**src/rtl/mem_pkg.sv**
```systemverilog
// Shared memory-interface defaults and the request record carried through the queue.
package mem_pkg;

   localparam int MEM_DW = 32;
   localparam int MEM_AW = 16;

   typedef struct packed {
      logic              rw;
      logic [MEM_AW-1:0] addr;
      logic [MEM_DW-1:0] wdata;
   } mem_req_t;

endpackage

```
**src/rtl/mem_req_fifo.sv**
```systemverilog
// In-order request queue; pointers wrap naturally because the depth is a power of two.
module mem_req_fifo
   import mem_pkg::*;
#(
   parameter int  P_DEPTH = 4,
   parameter type T       = mem_req_t,
   localparam int PW      = $clog2(P_DEPTH)
) (
   input  logic        clk,
   input  logic        rst_n,
   input  logic        push,
   input  T            din,
   input  logic        pop,
   output T            dout,
   output logic        full,
   output logic        empty,
   output logic [PW:0] count
);

   T              store [P_DEPTH];
   logic [PW-1:0] wr_ptr;
   logic [PW-1:0] rd_ptr;
   logic          do_push;
   logic          do_pop;

   assign do_push = push && !full;
   assign do_pop  = pop && !empty;
   assign full    = (count == (PW+1)'(P_DEPTH));
   assign empty   = (count == '0);
   assign dout    = store[rd_ptr];

   always_ff @(posedge clk or negedge rst_n) begin
      if (!rst_n) begin
         wr_ptr <= '0;
         rd_ptr <= '0;
         count  <= '0;
      end else begin
         if (do_push) wr_ptr <= wr_ptr + 1'b1;
         if (do_pop)  rd_ptr <= rd_ptr + 1'b1;
         case ({do_push, do_pop})
            2'b10:   count <= count + 1'b1;
            2'b01:   count <= count - 1'b1;
            default: count <= count;
         endcase
      end
   end

   // Entry storage carries data only, so it stays out of the reset domain.
   always_ff @(posedge clk) begin
      if (do_push) store[wr_ptr] <= din;
   end

endmodule

```
**src/rtl/mem_req_ctrl.sv**
```systemverilog
// Queues read/write requests and issues them in order to a single-cycle memory,
// holding each read result in a response register until the consumer takes it.
module mem_req_ctrl
   import mem_pkg::*;
#(
   parameter int P_MEM_DW     = MEM_DW,
   parameter int P_MEM_AW     = MEM_AW,
   parameter int P_FIFO_DEPTH = 4
) (
   input  logic                clk,
   input  logic                rst_n,
   input  logic                req_valid,
   output logic                req_ready,
   input  logic                req_rw,
   input  logic [P_MEM_AW-1:0] req_addr,
   input  logic [P_MEM_DW-1:0] req_wdata,
   output logic                rsp_valid,
   input  logic                rsp_ready,
   output logic [P_MEM_DW-1:0] rsp_rdata,
   output logic                m_cs,
   output logic                m_rw,
   output logic [P_MEM_AW-1:0] m_addr,
   output logic [P_MEM_DW-1:0] m_wdata,
   input  logic [P_MEM_DW-1:0] m_rdata
);

   localparam int CW = $clog2(P_FIFO_DEPTH) + 1;

   typedef struct packed {
      logic                rw;
      logic [P_MEM_AW-1:0] addr;
      logic [P_MEM_DW-1:0] wdata;
   } req_t;

   req_t          push_req;
   req_t          head;
   logic          full;
   logic          empty;
   logic [CW-1:0] count;
   logic          issue;
   logic [15:0]   wr_cnt;
   logic [15:0]   rd_cnt;
   logic          unused_ok;

   function automatic logic [15:0] sat_inc(input logic [15:0] v);
      return (v == 16'hFFFF) ? v : v + 16'd1;
   endfunction

   assign push_req = '{rw: req_rw, addr: req_addr, wdata: req_wdata};

   mem_req_fifo #(
      .P_DEPTH (P_FIFO_DEPTH),
      .T       (req_t)
   ) u_fifo (
      .clk   (clk),
      .rst_n (rst_n),
      .push  (req_valid && req_ready),
      .din   (push_req),
      .pop   (issue),
      .dout  (head),
      .full  (full),
      .empty (empty),
      .count (count)
   );

   // Ready comes straight from the registered count, never from an input.
   assign req_ready = (count < CW'(P_FIFO_DEPTH));

   // A read at the head waits while the response register is still occupied;
   // anything behind it waits too, which keeps accesses strictly in order.
   assign issue = !empty && (!head.rw || !rsp_valid || rsp_ready);

   always_comb begin
      m_cs    = issue;
      m_rw    = 1'b0;
      m_addr  = '0;
      m_wdata = '0;
      if (issue) begin
         m_rw    = head.rw;
         m_addr  = head.addr;
         m_wdata = head.wdata;
      end
   end

   // Response register and issued-access counters.
   always_ff @(posedge clk or negedge rst_n) begin
      if (!rst_n) begin
         rsp_valid <= 1'b0;
         rsp_rdata <= '0;
         wr_cnt    <= '0;
         rd_cnt    <= '0;
      end else begin
         if (issue && head.rw) begin
            rsp_valid <= 1'b1;
            rsp_rdata <= m_rdata;
         end else if (rsp_ready) begin
            rsp_valid <= 1'b0;
         end
         if (issue) begin
            if (head.rw) rd_cnt <= sat_inc(rd_cnt);
            else         wr_cnt <= sat_inc(wr_cnt);
         end
      end
   end

   // Counters are debug probes only; fold them here so they count as read.
   assign unused_ok = ^{wr_cnt, rd_cnt, full};

endmodule

```
**config.mk**
```make
export PLATFORM = sky130hd
export DESIGN_NAME = mem_req_ctrl
export DESIGN_NICKNAME = d
export VERILOG_FILES = /design/src/rtl/mem_pkg.sv /design/src/rtl/mem_req_fifo.sv /design/src/rtl/mem_req_ctrl.sv
export SDC_FILE = /design/constraint.sdc
export NUM_CORES = 1
export LEC_CHECK = 0
export ABC_AREA = 0
export CORE_ASPECT_RATIO = 1.75
export CORE_MARGIN = 4
export CORE_UTILIZATION = 45
export CTS_BUF_LIST = sky130_fd_sc_hd__clkbuf_4
export DETAILED_ROUTE_END_ITERATION = 8
export PLACE_DENSITY = 0.74
export SYNTH_ARGS = -nofsm -noshare
export SYNTH_HDL_FRONTEND = slang
export SYNTH_SLANG_ARGS = --single-unit
export TNS_END_PERCENT = 10
```
**constraint.sdc**
```tcl
create_clock -name clk -period 3.2 [get_ports clk]
set_input_delay 0.64 -clock clk [delete_from_list [all_inputs] [get_ports clk]]
set_output_delay 0.64 -clock clk [all_outputs]
set_load 0.05 [all_outputs]
```
Word level (Yosys, flattened, before mapping)
Memory sizes are Yosys's and may differ from the RTL's.
Cells that the tools add are included.
{"block": "totals", "ff_bits": 40, "latchBits": 0, "ram_bits": 196, "romBits": 0, "inputBits": 85, "out_inout_bits": 84, "word_cells": 36, "memories": 1}
{"block": "classes", "n_addsub": 4, "multipliers": 0, "div_mod_pow": 0, "n_lt_le_gt_ge": 1, "eq_ne": 3, "shift": 0, "n_mux": 8, "bitwise": 0, "n_reduce_logical": 14}
{"memory": "u_fifo.store", "words": 4, "width": 49, "read_ports": 1, "rd_clocked_by_memory_dff": 0, "write_ports": 1, "line_no": "mem_req_fifo.sv:20", "source": "T store [P_DEPTH];"}
{"op": "2-to-1 mux 32 bit", "n": 1}
{"op": "2-to-1 mux 16 bit", "n": 1}
{"op": "one-hot mux 3 bit (2 select lines)", "n": 1}
{"op": "logical AND 1 bit", "n": 5}
{"op": "2-to-1 mux 1 bit", "n": 5}
{"op": "adder 2 x 1 -> 2 bit (second input constant)", "n": 2}
{"op": "zero test 1 bit", "n": 4}
{"op": "nonzero test 2 bit", "n": 2}
{"op": "adder 3 x 1 -> 3 bit (second input constant)", "n": 1}
{"op": "equality test 3 bit (second input constant)", "n": 1}
{"op": "zero test 3 bit", "n": 1}
{"op": "less-than comparator 3 bit (second input constant)", "n": 1}
{"op": "subtractor 3 x 1 -> 3 bit (second input constant)", "n": 1}
{"op": "equality test 2 x 1 -> 1 bit (second input constant)", "n": 1}
{"op": "equality test 2 bit (second input constant)", "n": 1}
{"op": "logical OR 1 bit", "n": 2}

Depth between registers and ports, before layout
An unclocked memory read counts as a cell.
{"block": "depth", "ltp_word": 8, "ltp_mapped": 10, "ltp_nobuf": 8}

Cells and area by module
A second synthesis with hierarchy kept.
{"block": "hier_totals", "cells_unflattened": 422, "hier_area_um2": 9320.2}
{"mod": "mem_req_fifo", "n_inst": 1, "cells_per_inst": 294, "area_per_inst_um2": 7554.7, "seq_area_each_um2": 6060.8}
{"mod": "mem_req_ctrl", "n_inst": 1, "cells_per_inst": 128, "area_per_inst_um2": 1765.4, "seq_area_each_um2": 825.8}

Worst setup path before layout
OpenSTA, ideal clock, no wires.
{"block": "synth_path", "kind": "reg2reg", "start": "register u_fifo.rd_ptr[0]", "end": "register u_fifo.count[1]", "setup_ps": 125, "t_arrival_ps": 2639, "required_time_ps": 3075, "setup_slack_ps": 436, "path_stages_with_launch": 9, "n_path_buf": 2, "period_less_slack_ps": 2764, "cell_sequence": "dfrtp_1 > buf_6 > mux4_2 > a21o_2 > buf_6 > inv_1 > ha_1 > fa_1 > mux2_2"}
{"block": "synth_between", "elab_chain_len": 8, "elab_cells_between_ends": 10, "classes_between": "eq/ne: 2; mux: 1; reduce/logical: 6; memory: 1"}
{"item": "start: declaration", "line_no": "mem_req_fifo.sv:22", "source": "logic [PW-1:0] rd_ptr;"}
{"item": "start signal: assignment", "line_no": "mem_req_fifo.sv:39", "source": "if (do_pop) rd_ptr <= rd_ptr + 1'b1;"}
{"item": "memory read (4 x 49 bit) (*)"}
{"item": "zero test 1 bit (*)", "line_no": "mem_req_ctrl.sv:71", "source": "assign issue = !empty && (!head.rw || !rsp_valid || rsp_ready);"}
{"item": "logical OR 1 bit (*) (2 in a row)", "line_no": "mem_req_ctrl.sv:71"}
{"item": "logical AND 1 bit (*)", "line_no": "mem_req_ctrl.sv:71"}
{"item": "via m_cs", "line_no": "mem_req_ctrl.sv:20", "source": "output logic m_cs,"}
{"item": "logical AND 1 bit (*)", "line_no": "mem_req_fifo.sv:27", "source": "assign do_pop = pop && !empty;"}
{"item": "equality test 2 x 1 -> 1 bit / equality test 2 bit (equally long branches)", "line_no": "mem_req_fifo.sv:40", "source": "case ({do_push, do_pop})"}
{"item": "one-hot mux 3 bit (2 select lines) / nonzero test 2 bit (equally long branches)"}
{"item": "end signal: assignment", "line_no": "mem_req_fifo.sv:41", "source": "2'b10: count <= count + 1'b1;"}
{"item": "end signal: assignment", "line_no": "mem_req_fifo.sv:42", "source": "2'b01: count <= count - 1'b1;"}
{"item": "end signal: assignment", "line_no": "mem_req_fifo.sv:43", "source": "default: count <= count;"}
{"item": "end: declaration", "line_no": "mem_req_fifo.sv:17", "source": "output logic [PW:0] count"}
Mark *: on every way through the listed nets, which the timed path passes. The rest lies on a longest branch.
A chain may end at the register's enable or synchronous reset.

Worst setup path in the final report
{"block": "layout_path", "start": "register u_fifo.rd_ptr[0]", "end": "output port m_wdata[22]"}
{"block": "layout_between", "elab_chain_len": 6}
{"item": "memory read (4 x 49 bit) (*)"}
{"item": "zero test 1 bit", "line_no": "mem_req_ctrl.sv:71"}
{"item": "logical OR 1 bit (2 in a row)", "line_no": "mem_req_ctrl.sv:71"}
{"item": "logical AND 1 bit", "line_no": "mem_req_ctrl.sv:71"}
{"item": "2-to-1 mux 32 bit (*)", "line_no": "mem_req_ctrl.sv:78", "source": "if (issue) begin"}
{"item": "end: declaration", "line_no": "mem_req_ctrl.sv:23", "source": "output logic [P_MEM_DW-1:0] m_wdata,"}
Every way passes the cells marked *; elsewhere a longest branch is shown, timed or not.

==> metrics.md <==
| Metric | Value |
|---|---|
| Status | `finished, final reports clean` |
| CTS resizes | `5` |
| HPWL Detailed | `11800 um` |
| CTS root buf | `clkbuf_4` |
| Max Root-Sink Buffers | `3` |
| Initial Utilization | `45.9%` |
| Final Max Slew Viols | `0` |
| Vias in the first global route | `5358` |
| Layout cells sized above 1 | `40.6%` |
| Register area share after synthesis | `75.7%` |
| Setup ws final | `80.1 ps` |
| Fin nets | `729` |
| TritonCTS Buffers | `52` |
| H-tree Lvls | `2` |
| Netlist cell types | `27` |
| Die area | `0.0226 mm2` |
| #FFs+latches synth | `236` |
| P&R area growth vs syn | `35.7%` |
| ANT nets after route | `0` |
| Final core occ | `62.3%` |
| Worst path slowest cell | `mux4_2` |
| Setup crit end kind | `output pin` |
| Endpoints failing hold | `0` |
| Initial DRC count | `150` |
| Final Critical Period | `3120 ps` |
| Via density | `5.01` |
| Routed wire per std cell | `19.3 um` |
| CP arrival | `2480 ps` |
| Slew headroom | `41.0%` |
| I/O pin cnt | `169` |
| # DRC | `0` |
| GR Overflow Total | `0` |
| Clock Latency Late Sink | `600 ps` |
| Final setup fails | `0` |
| Unrepaired setup endpoints after global routing | `yes` |
| TritonCTS clock tree | `done` |
| Worst Max-Slew Pin Slew | `885 ps` |
| Crit path kind | `flop to output pin` |
| Setup slack at placement | `366 ps` |
| Syn Area/Cell | `21.5 um2` |
| Die height | `196 um` |
| Initial antenna violation count | `1` |
| Cells after Synth | `423` |
| Horiz. Die Dim | `115 um` |
| Crit path largest cell delay | `580 ps` |
| Post-synthesis net count | `514` |
| Hold WS | `169 ps` |
| # hold bufs at CTS | `0` |
| Placer Congestion | `0.701` |
| Core area | `0.0198 mm2` |
| Port Buffer Count | `168` |
| Register clock-pin slew on the reported worst setup and hold paths | `70 ps` |
| Post-CTS Setup Inserts | `0` |
| GR Util All Layers | `16.1%` |
| Final Cycle Share | `97.5%` |
| DR pass1 iterations | `4` |
| Clock skew | `18.0 ps` |
| First-pass GRT wire length | `28000 um` |
| Vias | `4631` |
| Largest net degree at the start of global routing | `50` |
| CP Launch Type | `flop` |
| Routed WL | `17800 um` |
| CP max FO | `14` |
| Total of max-cap violations | `0` |
| Cell row count | `68` |
| Max Clk Rate | `0.321 GHz` |
| Yosys warning total | `0` |
| CP required | `2560 ps` |
| # fillers | `1418` |
| CP Cell Sequence | `mux4_2 -> a21o_2 -> buf_4 -> nor2b_1 -> buf_12` |
| HP Class | `primary input to async pin` |
| Clock sink count | `236` |
| Cell Area, Synth | `0.00910 mm2` |
## area by class of cell
class                   count  area, um2  share of cell area [%]
flip-flops and latches    236       6890                    55.8
clock inverters            17       93.8                   0.760
inverters                   7       26.3                   0.213
well taps                 245        307                    2.48
multi-input cells         159       2130                    17.2
clock buffers              78        586                    4.74
diodes                      1       2.50                  0.0203
repair buffers            182       2310                    18.7
## per-layer routing
metal  vias to the layer above  GRT usage [%]  part of all wire, %
li1                       2126              -                    -
met1                      2316           17.1                   33
met2                       157           30.0                   58
met3                        32           4.01                  6.3
met4                         0           5.92                  2.0
met5                         -              0                    0
## logic make-up after synthesis
group	count (synthesis)	share of synthesized area [%]
buffers and inverters	28	2.01
muxes	82	16.2
AOI/OAI and AO/OA	3	0.234
xor gates and xnor gates	6	0.660
adders and majority gates	6	0.908
DFF	236	75.7
and+or+nand+nor	62	4.26
## stage by stage
stage                     cell area (um2)  std cells  setup TNS, ps
after global placement              11600        829              0
after global routing                12300        925           -555
final                               12300        925              0
after detailed placement            11600        829              0
after floorplan                      9100        423              0
after CTS                           12300        924           -114
## state kept, by name, indices dropped and copies added, names as in the netlist
signal / cells
u_fifo.count: 3
u_fifo.rd_ptr: 2
rsp_rdata: 32
u_fifo.store: 196
u_fifo.wr_ptr: 2
rsp_valid: 1
## worst max-delay path, delay by kind of cell (launching register included)
family / cells / cell delay (ps)
mux: 1 / 580
flops: 1 / 450
buf+inv: 2 / 380
compound gates: 1 / 250
simple gates: 1 / 240
## path summary, 6_finish.rpt
check                                 start               end  slack (ps)  cells after the start
min reg2reg                   rsp_rdata[13]     rsp_rdata[13]         500                      1
min in group clk              rsp_rdata[13]     rsp_rdata[13]         500                      1
max in group asynchronous             rst_n  u_fifo.rd_ptr[0]        2390                      1
min                                   rst_n     rsp_rdata[24]         170                      1
max                        u_fifo.rd_ptr[0]       m_wdata[22]          80                      5
max reg2reg                u_fifo.rd_ptr[0]   u_fifo.count[1]         640                      7
## synth_stat cells
cell type | number | share of area, %
nand3_4 | 1 | 0.19
nand2b_1 | 1 | 0.069
o21ai_0 | 1 | 0.055
clkbuf_1 | 5 | 0.21
mux2_2 | 32 | 4.0
nor2_1 | 1 | 0.041
inv_1 | 7 | 0.29
buf_2 | 5 | 0.28
mux4_2 | 49 | 12
a211oi_1 | 1 | 0.083
nor3_1 | 1 | 0.055
xor2_1 | 1 | 0.096
a21o_2 | 1 | 0.096
buf_6 | 9 | 1.1
or3_1 | 1 | 0.069
nand2_1 | 3 | 0.12
edfxtp_1 | 196 | 65
dfrtp_1 | 40 | 11
xnor2_2 | 1 | 0.18
mux2_1 | 1 | 0.12
buf_1 | 1 | 0.041
ha_1 | 5 | 0.69
fa_1 | 1 | 0.22
nor2b_1 | 50 | 3.4
and2_1 | 4 | 0.28
buf_4 | 1 | 0.083
xnor2_1 | 4 | 0.39
## layout by cell type (no fill, tap or decap), types with 3 or more instances in the layout
cell / synthesis / layout
and2_2: 0 / 4
clkinv_2: 0 / 3
mux4_2: 49 / 49
buf_12: 0 / 52
clkinv_1: 0 / 12
nor2b_1: 50 / 12
clkbuf_4: 0 / 78
edfxtp_1: 196 / 196
xnor2_1: 4 / 4
nor2b_2: 0 / 38
inv_1: 7 / 7
mux2_2: 32 / 32
nand2_1: 3 / 3
dfrtp_1: 40 / 38
ha_1: 5 / 5
buf_4: 1 / 11
clkdlybuf4s50_1: 0 / 117
Power is left out: the tool's default activity adds up to more than one toggle a clock period on the data nets, which glitch-free logic cannot reach.
